`config.mk`:
```
export PLATFORM = sky130hd
export DESIGN_NAME = alu_arbiter
export DESIGN_NICKNAME = d
export VERILOG_FILES = /design/src/rtl/alu_arbiter.sv
export SDC_FILE = /design/constraint.sdc
export NUM_CORES = 1
export LEC_CHECK = 0
export BUFFER_PORTS_ARGS = -buffer_cell sky130_fd_sc_hd__buf_2
export CAP_MARGIN = 30
export CORE_MARGIN = 5
export CORE_UTILIZATION = 36
export CTS_CLUSTER_SIZE = 20
export DETAILED_ROUTE_END_ITERATION = 12
export GPL_ROUTABILITY_DRIVEN = 0
export GPL_TIMING_DRIVEN = 0
export MAX_ROUTING_LAYER = met4
export PLACE_DENSITY = 0.95
export SYNTH_ARGS = -nofsm -noshare
export SYNTH_HDL_FRONTEND = slang
export SYNTH_SLANG_ARGS = --single-unit
```
`constraint.sdc`:
```
create_clock -name clk -period 2.65 [get_ports clk]
set_clock_uncertainty 0.05 [all_clocks]
set_input_delay 0.53 -clock clk [delete_from_list [all_inputs] [get_ports clk]]
set_output_delay 0.53 -clock clk [all_outputs]
set_load 0.05 [all_outputs]
```
`src/rtl/alu_arbiter.sv`:
```
// alu_arbiter: shares one ALU between the pipeline EX stage (port 0, high
// priority) and a secondary debug/test requester (port 1). Fixed priority
// with an anti-starvation counter that forces port 1 through after
// STARVE_LIMIT consecutive port-0 wins. The ALU result and flags are
// captured into a single response slot tagged with the winning port id.
module alu_arbiter #(
  parameter int DATA_W       = 16,
  parameter int STARVE_LIMIT = 3
) (
  input  logic              clk,
  input  logic              rst,
  input  logic              req0_valid,
  output logic              req0_ready,
  input  logic [3:0]        req0_opcode,
  input  logic [DATA_W-1:0] req0_in1,
  input  logic [DATA_W-1:0] req0_in2,
  input  logic              req1_valid,
  output logic              req1_ready,
  input  logic [3:0]        req1_opcode,
  input  logic [DATA_W-1:0] req1_in1,
  input  logic [DATA_W-1:0] req1_in2,
  output logic              alu_en,
  output logic [3:0]        alu_opcode,
  output logic [DATA_W-1:0] alu_in1,
  output logic [DATA_W-1:0] alu_in2,
  input  logic [DATA_W-1:0] alu_out,
  input  logic [2:0]        alu_flags,
  output logic              rsp_valid,
  input  logic              rsp_ready,
  output logic              rsp_id,
  output logic [DATA_W-1:0] rsp_data,
  output logic [2:0]        rsp_flags
);

  localparam int CNT_W = $clog2(STARVE_LIMIT + 1);
  localparam logic [CNT_W-1:0] CNT_MAX = CNT_W'(STARVE_LIMIT);

  logic [CNT_W-1:0] starve_cnt;
  logic             slot_free;
  logic             both_valid;
  logic             force1;
  logic             grant0;
  logic             grant1;

  // The slot can accept a new result when it is empty or being drained now.
  assign slot_free  = !rsp_valid || rsp_ready;
  assign both_valid = req0_valid && req1_valid;
  assign force1     = (starve_cnt == CNT_MAX);

  // Port 1 wins when alone, or when it has been passed over too many times.
  assign grant1 = slot_free && req1_valid && (!req0_valid || force1);
  assign grant0 = slot_free && req0_valid && !grant1;

  assign req0_ready = grant0;
  assign req1_ready = grant1;

  // Steer the granted port's fields onto the ALU; park the ALU at zero when idle.
  always_comb begin
    alu_en     = grant0 || grant1;
    alu_opcode = '0;
    alu_in1    = '0;
    alu_in2    = '0;
    if (grant1) begin
      alu_opcode = req1_opcode;
      alu_in1    = req1_in1;
      alu_in2    = req1_in2;
    end else if (grant0) begin
      alu_opcode = req0_opcode;
      alu_in1    = req0_in1;
      alu_in2    = req0_in2;
    end
  end

  // Response slot: load on grant (even while draining), otherwise empty on drain.
  always_ff @(posedge clk or posedge rst) begin
    if (rst) begin
      rsp_valid <= 1'b0;
      rsp_id    <= 1'b0;
      rsp_data  <= '0;
      rsp_flags <= '0;
    end else if (grant0 || grant1) begin
      rsp_valid <= 1'b1;
      rsp_id    <= grant1;
      rsp_data  <= alu_out;
      rsp_flags <= alu_flags;
    end else if (rsp_valid && rsp_ready) begin
      rsp_valid <= 1'b0;
    end
  end

  // Count port-0 wins while port 1 waits; clear once port 1 is served or withdraws.
  always_ff @(posedge clk or posedge rst) begin
    if (rst) begin
      starve_cnt <= '0;
    end else if (grant1 || !req1_valid) begin
      starve_cnt <= '0;
    end else if (grant0 && both_valid && (starve_cnt != CNT_MAX)) begin
      starve_cnt <= starve_cnt + 1'b1;
    end
  end

endmodule

```
==> results of run 1 <==
[layer usage]
metal / track usage / wire length (µm)
met3: 0.0384 / 521
met4: 0.0292 / 68
met1: 0.215 / 1810
met5: - / 0
met2: 0.340 / 2450
[final timing paths]
check,slack (ps),from,endpoint
max,90,starve_cnt[0]$_DFFE_PP0P_,alu_opcode[2]
min,380,rst,rsp_flags[1]$_DFFE_PP0P_
max reg2reg,1130,rsp_valid$_DFFE_PP0P_,rsp_data[3]$_DFFE_PP0P_
min reg2reg,430,rsp_id$_DFFE_PP0P_,rsp_id$_DFFE_PP0P_
max in group asynchronous,1660,rst,rsp_data[9]$_DFFE_PP0P_
min in group clk,430,rsp_id$_DFFE_PP0P_,rsp_id$_DFFE_PP0P_
[cells by family (layout without fill, tap and decap cells)]
kind of cell	after synthesis	after routing	synth area share
flip-flops	23	23	0.434
adder cells (fa/ha/maj)	1	1	0.00944
multiplexers	19	19	0.161
buffers and inverters	13	171	0.0812
AO/OA/AOI/OAI	40	40	0.259
AND/OR/NAND/NOR	12	12	0.0548
[sequential cells by signal (all words and copies together), names as in the netlist]
signal and flops:
rsp_valid 1, rsp_id 1, rsp_data 16, rsp_flags 3, starve_cnt 2
[through the flow]
step / hold WS [ps] / setup WS (ps) / instance area, µm²
floorplan: 466 / 229 / 1330
global placement: 412 / 305 / 2160
detailed placement: 414 / 290 / 2160
CTS: 407 / 87.2 / 2200
global route: 420 / 7.90 / 2200
finish: 377 / 94.5 / 2200
[layout make-up]
type                            instances  area [µm²]
Buffer                                 12         104
Sequential cell                        23         576
Clock inverter                          1        5.00
Timing Repair Buffer                  154         771
Fill cell                             300        1400
Inverter                                1        3.75
Tap cell                               48        60.1
Multi-Input combinational cell         72         642
Clock buffer                            3        41.3
[synthesized netlist by cell type]
library cell,number
sky130_fd_sc_hd__buf_2,5
sky130_fd_sc_hd__buf_6,7
sky130_fd_sc_hd__inv_1,1
sky130_fd_sc_hd__o22ai_1,2
sky130_fd_sc_hd__nand3_1,1
sky130_fd_sc_hd__a22o_1,36
sky130_fd_sc_hd__and3_4,1
sky130_fd_sc_hd__mux2_1,19
sky130_fd_sc_hd__a21o_1,1
sky130_fd_sc_hd__o21a_1,1
sky130_fd_sc_hd__nand2b_4,1
sky130_fd_sc_hd__nand2b_1,1
sky130_fd_sc_hd__ha_1,1
sky130_fd_sc_hd__nand2_1,5
sky130_fd_sc_hd__dfrtp_1,23
sky130_fd_sc_hd__nand3b_1,1
sky130_fd_sc_hd__and3_1,1
sky130_fd_sc_hd__nor2_1,1
[power by group through the flow]
stage,registers (mW),logic [mW],clock network [mW]
3_3_place_gp,0.420,0.605,0
6_report,0.418,0.612,0.210
2_1_floorplan,0.578,0.277,0
4_1_cts,0.419,0.617,0.213
5_1_grt,0.426,0.644,0.235
3_5_place_dp,0.424,0.615,0
==> metrics.csv, run 1 <==
metric,value,unit
Via Count,1525,
CP Capture Type,primary output,
number of cells on the worst reg-to-reg path,5,
start-to-end type of the worst setup path,reg -> out,
GRT Residual Overflow,0,
"most common cell after layout, fill and taps aside",sky130_fd_sc_hd__buf_2,
total setup violations reported at the end of the flow,0,
power density cells,563,mW/mm²
area fraction of the dominant cell type after synthesis,0.434,
Resize count post-CTS,0,
remaining antenna violation count after routing,0,
path length in cells of the critical path,7,
die area,0.00499,mm²
largest cells by area after synthesis,"sky130_fd_sc_hd__dfrtp_1 (43%), sky130_fd_sc_hd__a22o_1 (24%), sky130_fd_sc_hd__mux2_1 (16%)",
cell area after technology mapping,0.00133,mm²
maxcap violations,0,
leak pwr,1.28,nW
Synth Warn #,0,
total net switching power,0.559,mW
proportion of synthesized chip area in sequential cells,0.434,
"CP delay by family, top",buffers and inverters,
"Hold Violations, Final",0,
count of cell types in the netlist,18,
internal power summed over all cells,0.682,mW
antenna violations before repair,0,
Mapped Nets,205,
largest net degree at the start of global routing,24,
overall global routing resource usage,0.187,
Port-buffer cells,154,
Top Ports,156,
total wire length,4.85,mm
total power,1.24,mW
maximum fanout count along the critical path,10,
DP HPWL,4.15,mm
placeable core region,0.00361,mm²
root buffer cell,sky130_fd_sc_hd__clkbuf_8,
measured slew at the worst slew-check pin,832,ps
CP dominant cell by count,sky130_fd_sc_hd__buf_6,
post-route minimum period,2560,ps
cell count after synthesis,108,
fraction of the core area covered by cells at the end of the flow,0.611,
critical path data arrival time,1980,ps
placed cell count,310,
TritonCTS clock tree,built,
starting density of the core,0.367,
clk sink count,23,
Starting DRT DRC Count,22,
first-pass GRT wire length,7.49,mm
kind of launch point of the worst setup path,register,
Sw Ratio,0.451,
critical path data required time,2070,ps
Rows,22,
run status,completed,
average wire per cell in the routed design,15.4,µm
chain of cells forming the critical path,"ha_1, nand2b_1, and3_4, buf_6, buf_6, a22o_1, buf_2",
number of hold-repair buffers added at the cts stage,0,
growth of design area from synthesis to finish,66.2,%
mean instance size in the synthesized netlist,12.3,µm²
number of H-tree levels,1,
insertion delay to the later sink of the worst-skew pair,260,ps
"leading cell types in the layout, fill and taps excluded","sky130_fd_sc_hd__buf_2 (159), sky130_fd_sc_hd__a22o_1 (36), sky130_fd_sc_hd__dfrtp_1 (23)",
crit-path max cell delay,400,ps
proportion of power drawn by the clock network,0.169,
share of final-layout standard cells stronger than drive strength 1,0.647,
number of buffers created by CTS,3,
setup repair after global routing missed its margin,no,
buffer and inverter count on the worst path,3,
Max IR drop VDD,0.000442,V
detailed-route vias per instance,4.86,
highest attainable clock frequency,391,MHz
combinational cell fraction of total power,0.494,
Ant. Diodes,0,
iteration count of the initial detailed-routing pass,4,
worst-case headroom to the max-slew limit,0.445,
CP max-delay cell,sky130_fd_sc_hd__dfrtp_1,
horizontal die dimension,70.7,µm
library cell occupying the most area in the post-synthesis netlist,sky130_fd_sc_hd__dfrtp_1,
setup repair bufs after CTS,0,
power share of the sequential group,0.337,
number of design rule violations left after detail routing,0,
post-layout instance count excluding filler cells,314,
clock edge transition at the registers on the reported setup and hold paths,80,ps
die extent in y,70.7,µm
nets,364,
largest buffer count on any clock path,2,
Pins Over Slew Limit,0,
final period utilization,0.964,
path category of the worst min-delay check,in -> async,
Sum Neg Setup Slack,0,ps
register bit total from synthesis,23,
via count of the first global-routing pass,1628,
Power figures use the tool's default switching activity.
==> inputs of run 2 (changes only) <==
--- a/config.mk
+++ b/config.mk
@@ -7,6 +7,7 @@
 export LEC_CHECK = 0
 export BUFFER_PORTS_ARGS = -buffer_cell sky130_fd_sc_hd__buf_2
 export CAP_MARGIN = 30
+export CORE_ASPECT_RATIO = 1.1
 export CORE_MARGIN = 5
 export CORE_UTILIZATION = 36
 export CTS_CLUSTER_SIZE = 20
==> metrics.csv, run 2 (synthesis gave the netlist of run 1 again) <==
metric,value,unit,change
TritonCTS clock tree,built,,
CP dominant cell by count,sky130_fd_sc_hd__buf_6,,
clk sink count,23,,unchanged
buffer and inverter count on the worst path,3,,unchanged
proportion of power drawn by the clock network,0.176,,+0.007
Sum Neg Setup Slack,0,ps,unchanged
total net switching power,0.560,mW,+0.18%
CP Capture Type,primary output,,
average wire per cell in the routed design,15.5,µm,+0.21%
final period utilization,0.961,,-0.00331
largest net degree at the start of global routing,24,,unchanged
Rows,23,,+4.5%
combinational cell fraction of total power,0.489,,-0.005
remaining antenna violation count after routing,0,,unchanged
Resize count post-CTS,0,,unchanged
nets,364,,unchanged
Via Count,1555,,+2.0%
power share of the sequential group,0.335,,-0.002
die extent in y,73.6,µm,+4.2%
share of final-layout standard cells stronger than drive strength 1,0.647,,unchanged
horizontal die dimension,67.8,µm,-4.0%
leak pwr,1.28,nW,about the same
kind of launch point of the worst setup path,register,,
number of hold-repair buffers added at the cts stage,0,,unchanged
Max IR drop VDD,0.000445,V,+0.82%
"most common cell after layout, fill and taps aside",sky130_fd_sc_hd__buf_2,,
CP max-delay cell,sky130_fd_sc_hd__dfrtp_1,,
setup repair after global routing missed its margin,no,,
start-to-end type of the worst setup path,reg -> out,,
root buffer cell,sky130_fd_sc_hd__clkbuf_8,,
detailed-route vias per instance,4.83,,-0.57%
critical path data required time,2070,ps,about the same
iteration count of the initial detailed-routing pass,4,,unchanged
first-pass GRT wire length,6.98,mm,-6.8%
internal power summed over all cells,0.681,mW,about the same
Pins Over Slew Limit,0,,unchanged
starting density of the core,0.368,,+0.000895
die area,0.00500,mm²,about the same
crit-path max cell delay,400,ps,about the same
overall global routing resource usage,0.190,,+0.00320
register with the most flip-flops,rsp_data,,
setup repair bufs after CTS,0,,unchanged
via count of the first global-routing pass,1505,,-7.6%
chain of cells forming the critical path,"ha_1, nand2b_1, and3_4, buf_6, buf_6, a22o_1, buf_2",,
GRT Residual Overflow,0,,unchanged
max reg flops,16,,unchanged
"leading cell types in the layout, fill and taps excluded","sky130_fd_sc_hd__buf_2 (159), sky130_fd_sc_hd__a22o_1 (36), sky130_fd_sc_hd__dfrtp_1 (23)",,
Starting DRT DRC Count,22,,unchanged
insertion delay to the later sink of the worst-skew pair,260,ps,about the same
worst hold margin,382,ps,+4.34 ps
path category of the worst min-delay check,in -> async,,
number of buffers created by CTS,3,,unchanged
number of design rule violations left after detail routing,0,,unchanged
"CP delay by family, top",buffers and inverters,,
maximum fanout count along the critical path,10,,unchanged
Top Ports,156,,unchanged
growth of design area from synthesis to finish,67.5,%,
measured slew at the worst slew-check pin,860,ps,+27.3 ps
worst-case headroom to the max-slew limit,0.426,,-0.0182
"Hold Violations, Final",0,,unchanged
maxcap violations,0,,unchanged
Port-buffer cells,154,,unchanged
Sw Ratio,0.451,,+0.000454
power density cells,559,mW/mm²,-0.71%
total wire length,4.98,mm,+2.8%
placeable core region,0.00360,mm²,-0.24%
post-route minimum period,2550,ps,-8.76 ps
largest buffer count on any clock path,2,,unchanged
number of H-tree levels,1,,unchanged
layout filler cell count,326,,+8.7%
antenna violations before repair,5,,+5
total power,1.24,mW,about the same
DP HPWL,4.31,mm,+3.9%
highest attainable clock frequency,393,MHz,+0.34%
largest registers,"rsp_data: 16 flops, rsp_flags: 3 flops, starve_cnt: 2 flops",,
clock edge transition at the registers on the reported setup and hold paths,90,ps,about the same
critical path data arrival time,1970,ps,about the same
run status,completed,,
total setup violations reported at the end of the flow,0,,unchanged
## run 2: changes by cell type in the layout (fill, tap and decap cells not counted), sizes merged
| cell | before | now |
|---|---|---|
| diode | 0 | 6 |
## run 2: power groups by stage
stage	Sequential (mW)	Clock (mW)	Combinational (mW)
final	0.416	0.218	0.607
after global routing	0.424	0.243	0.638
after CTS	0.418	0.224	0.612
after detailed placement	0.424	0	0.612
after global placement	0.420	0	0.603
after floorplan	0.578	0	0.277
## run 2: worst paths after layout
kind | cells past startpoint | endpoint | start | slack (ps)
setup reg to reg | 5 | rsp_data[7]$_DFFE_PP0P_ | rsp_valid$_DFFE_PP0P_ | 1130
setup / recovery | 7 | alu_opcode[0] | starve_cnt[0]$_DFFE_PP0P_ | 100
min in group clk | 2 | rsp_data[0]$_DFFE_PP0P_ | alu_out[0] | 430
hold reg to reg | 1 | rsp_id$_DFFE_PP0P_ | rsp_id$_DFFE_PP0P_ | 430
hold / removal | 2 | rsp_data[5]$_DFFE_PP0P_ | rst | 380
max in group asynchronous | 2 | rsp_valid$_DFFE_PP0P_ | rst | 1640
## run 2: metrics by stage
step	instance area, µm²	setup slack, ps	util	instances
final	2220	103	0.617	322
after CTS	2200	100	0.613	316
after floorplan	1330	229	-	108
after detailed placement	2160	285	0.600	312
after global routing	2220	17.2	0.616	321
after global placement	2160	317	0.600	312
## run 2: metal layers
layer / global-route usage / vias up / part of all wire
met5: - / - / 0
met4: 0.0199 / 0 / 0.0026
met3: 0.107 / 2 / 0.17
met2: 0.338 / 99 / 0.49
met1: 0.184 / 712 / 0.33
li1: - / 742 / -
## run 2: area by class of cell
cell class | instances | area, µm² | area share
sequential | 23 | 576 | 0.259
clock inverter | 1 | 5.00 | 0.00225
inverter | 1 | 3.75 | 0.00169
antenna | 6 | 15.0 | 0.00676
buffer | 12 | 104 | 0.0468
timing repair buffer | 154 | 771 | 0.347
multi-input combinational | 72 | 642 | 0.289
tap | 50 | 62.6 | 0.0282
clock buffer | 3 | 41.3 | 0.0186
==> inputs of run 3 (changes only) <==
--- a/config.mk
+++ b/config.mk
@@ -15,7 +15,7 @@
 export GPL_ROUTABILITY_DRIVEN = 0
 export GPL_TIMING_DRIVEN = 0
 export MAX_ROUTING_LAYER = met4
-export PLACE_DENSITY = 0.95
+export PLACE_DENSITY = 0.86
 export SYNTH_ARGS = -nofsm -noshare
 export SYNTH_HDL_FRONTEND = slang
 export SYNTH_SLANG_ARGS = --single-unit
==> metrics.csv, run 3 (synthesis gave the netlist of run 1 again) <==
metric,value,unit,change
leak pwr,1.28,nW,-0.22%
measured slew at the worst slew-check pin,820,ps,-39.6 ps
total setup violations reported at the end of the flow,0,,unchanged
placeable core region,0.00360,mm²,unchanged
worst hold margin,369,ps,-12.9 ps
"Hold Violations, Final",0,,unchanged
maximum fanout count along the critical path,10,,unchanged
DP HPWL,4.16,mm,-3.4%
iteration count of the initial detailed-routing pass,4,,unchanged
via count of the first global-routing pass,1462,,-2.9%
largest net degree at the start of global routing,24,,unchanged
largest registers,"rsp_data: 16 flops, rsp_flags: 3 flops, starve_cnt: 2 flops",,
number of cells on the worst reg-to-reg path,5,,unchanged
remaining antenna violation count after routing,0,,unchanged
TritonCTS clock tree,built,,
growth of design area from synthesis to finish,66.5,%,
largest buffer count on any clock path,2,,unchanged
share of final-layout standard cells stronger than drive strength 1,0.643,,-0.00376
register with the most flip-flops,rsp_data,,
total wire length,4.77,mm,-4.2%
post-route minimum period,2530,ps,-19.9 ps
chain of cells forming the critical path,"ha_1, nand2b_1, and3_4, buf_6, buf_6, a22o_1, buf_2",,
fraction of the core area covered by cells at the end of the flow,0.613,,-0.00383
Top Ports,156,,unchanged
nets,364,,unchanged
total power,1.23,mW,-0.85%
critical path data arrival time,1950,ps,-20 ps
power density cells,558,mW/mm²,-0.23%
buffer and inverter count on the worst path,3,,unchanged
overall global routing resource usage,0.177,,-0.0132
first-pass GRT wire length,6.66,mm,-4.6%
number of design rule violations left after detail routing,0,,unchanged
"CP delay by family, top",buffers and inverters,,
die extent in y,73.6,µm,unchanged
path length in cells of the critical path,7,,unchanged
setup repair bufs after CTS,0,,unchanged
clock edge transition at the registers on the reported setup and hold paths,70,ps,-20 ps
critical path data required time,2070,ps,about the same
Sum Neg Setup Slack,0,ps,unchanged
maxcap violations,0,,unchanged
starting density of the core,0.368,,unchanged
clk sink count,23,,unchanged
Starting DRT DRC Count,10,,-55%
GRT Residual Overflow,0,,unchanged
Pins Over Slew Limit,0,,unchanged
placed cell count,312,,unchanged
average wire per cell in the routed design,15.1,µm,-2.7%
final period utilization,0.954,,-0.00749
kind of launch point of the worst setup path,register,,
insertion delay to the later sink of the worst-skew pair,260,ps,about the same
CP endpoint,alu_in2[6],,
setup repair after global routing missed its margin,no,,
origin of the critical flop-to-flop path,rsp_valid$_DFFE_PP0P_,,
start-to-end type of the worst setup path,reg -> out,,
number of hold-repair buffers added at the cts stage,0,,unchanged
antenna violations before repair,0,,-5
Rows,23,,unchanged
root buffer cell,sky130_fd_sc_hd__clkbuf_8,,
crit-path max cell delay,390,ps,about the same
highest attainable clock frequency,396,MHz,+0.79%
CP dominant cell by count,sky130_fd_sc_hd__buf_6,,
Port-buffer cells,154,,unchanged
die area,0.00500,mm²,unchanged
worst-case headroom to the max-slew limit,0.453,,+0.0264
layout filler cell count,323,,-0.92%
Via Count,1504,,-3.3%
"leading cell types in the layout, fill and taps excluded","sky130_fd_sc_hd__buf_2 (159), sky130_fd_sc_hd__a22o_1 (36), sky130_fd_sc_hd__dfrtp_1 (23)",,
CP startpoint,starve_cnt[0]$_DFFE_PP0P_,,
max reg flops,16,,unchanged
number of buffers created by CTS,3,,unchanged
Resize count post-CTS,0,,unchanged
number of H-tree levels,1,,unchanged
path category of the worst min-delay check,in -> async,,
"most common cell after layout, fill and taps aside",sky130_fd_sc_hd__buf_2,,
CP Capture Type,primary output,,
detailed-route vias per instance,4.74,,-1.8%
end of the worst register-to-register path,rsp_data[9]$_DFFE_PP0P_,,
CP max-delay cell,sky130_fd_sc_hd__dfrtp_1,,
horizontal die dimension,67.8,µm,unchanged
run status,completed,,
post-layout instance count excluding filler cells,317,,-1.6%
Max IR drop VDD,0.000531,V,+19%
reg2reg setup slack,1180,ps,+50 ps
-- run 3: layout make-up --
cell class,count,area (µm²),area share
buffer,12,104,0.0471
tap,50,62.6,0.0284
clock buffer,4,45.0,0.0204
timing repair buffer,154,771,0.349
antenna,1,2.50,0.00113
multi-input combinational,72,642,0.291
sequential,23,576,0.261
inverter,1,3.75,0.00170
-- run 3: how the worst min path moves through the flow --
stage | startpoint | to | depth (start not counted)
floorplan | starve_cnt[1]$_DFFE_PP0P_ | starve_cnt[1]$_DFFE_PP0P_ | 2
global placement | rsp_id$_DFFE_PP0P_ | rsp_id$_DFFE_PP0P_ | 1
detailed placement | rsp_id$_DFFE_PP0P_ | rsp_id$_DFFE_PP0P_ | 1
CTS | rst | rsp_data[13]$_DFFE_PP0P_ | 2
global route | alu_flags[2] | rsp_flags[2]$_DFFE_PP0P_ | 2
finish | rst | rsp_data[3]$_DFFE_PP0P_ | 2
-- run 3: metrics by stage --
| stage | worst slack, ps | instance area (µm²) |
|---|---|---|
| floorplan | 229 | 1330 |
| CTS | 109 | 2200 |
| finish | 123 | 2210 |
| detailed placement | 313 | 2160 |
| global route | 47.8 | 2200 |
| global placement | 317 | 2160 |
-- run 3: worst reg2reg max path: stages (launching register included) --
cell and delay (ps):
sky130_fd_sc_hd__dfrtp_1 410, sky130_fd_sc_hd__nand2b_4 70, sky130_fd_sc_hd__buf_6 120, sky130_fd_sc_hd__o21a_1 130, sky130_fd_sc_hd__buf_2 230, sky130_fd_sc_hd__mux2_1 350
-- run 3: power breakdown --
| group | internal, mW | switching (mW) |
|---|---|---|
| clock | 0.107 | 0.102 |
| combinational | 0.181 | 0.424 |
| sequential | 0.396 | 0.0212 |
| total | 0.684 | 0.547 |
-- run 3: layer usage --
metal  GRT usage  vias to the layer above  wire [µm]
li1            -                      733          -
met1       0.181                      673       1630
met2       0.314                       92       2410
met3      0.0520                        6        642
met4      0.0662                        0         84
met5           -                        -          0
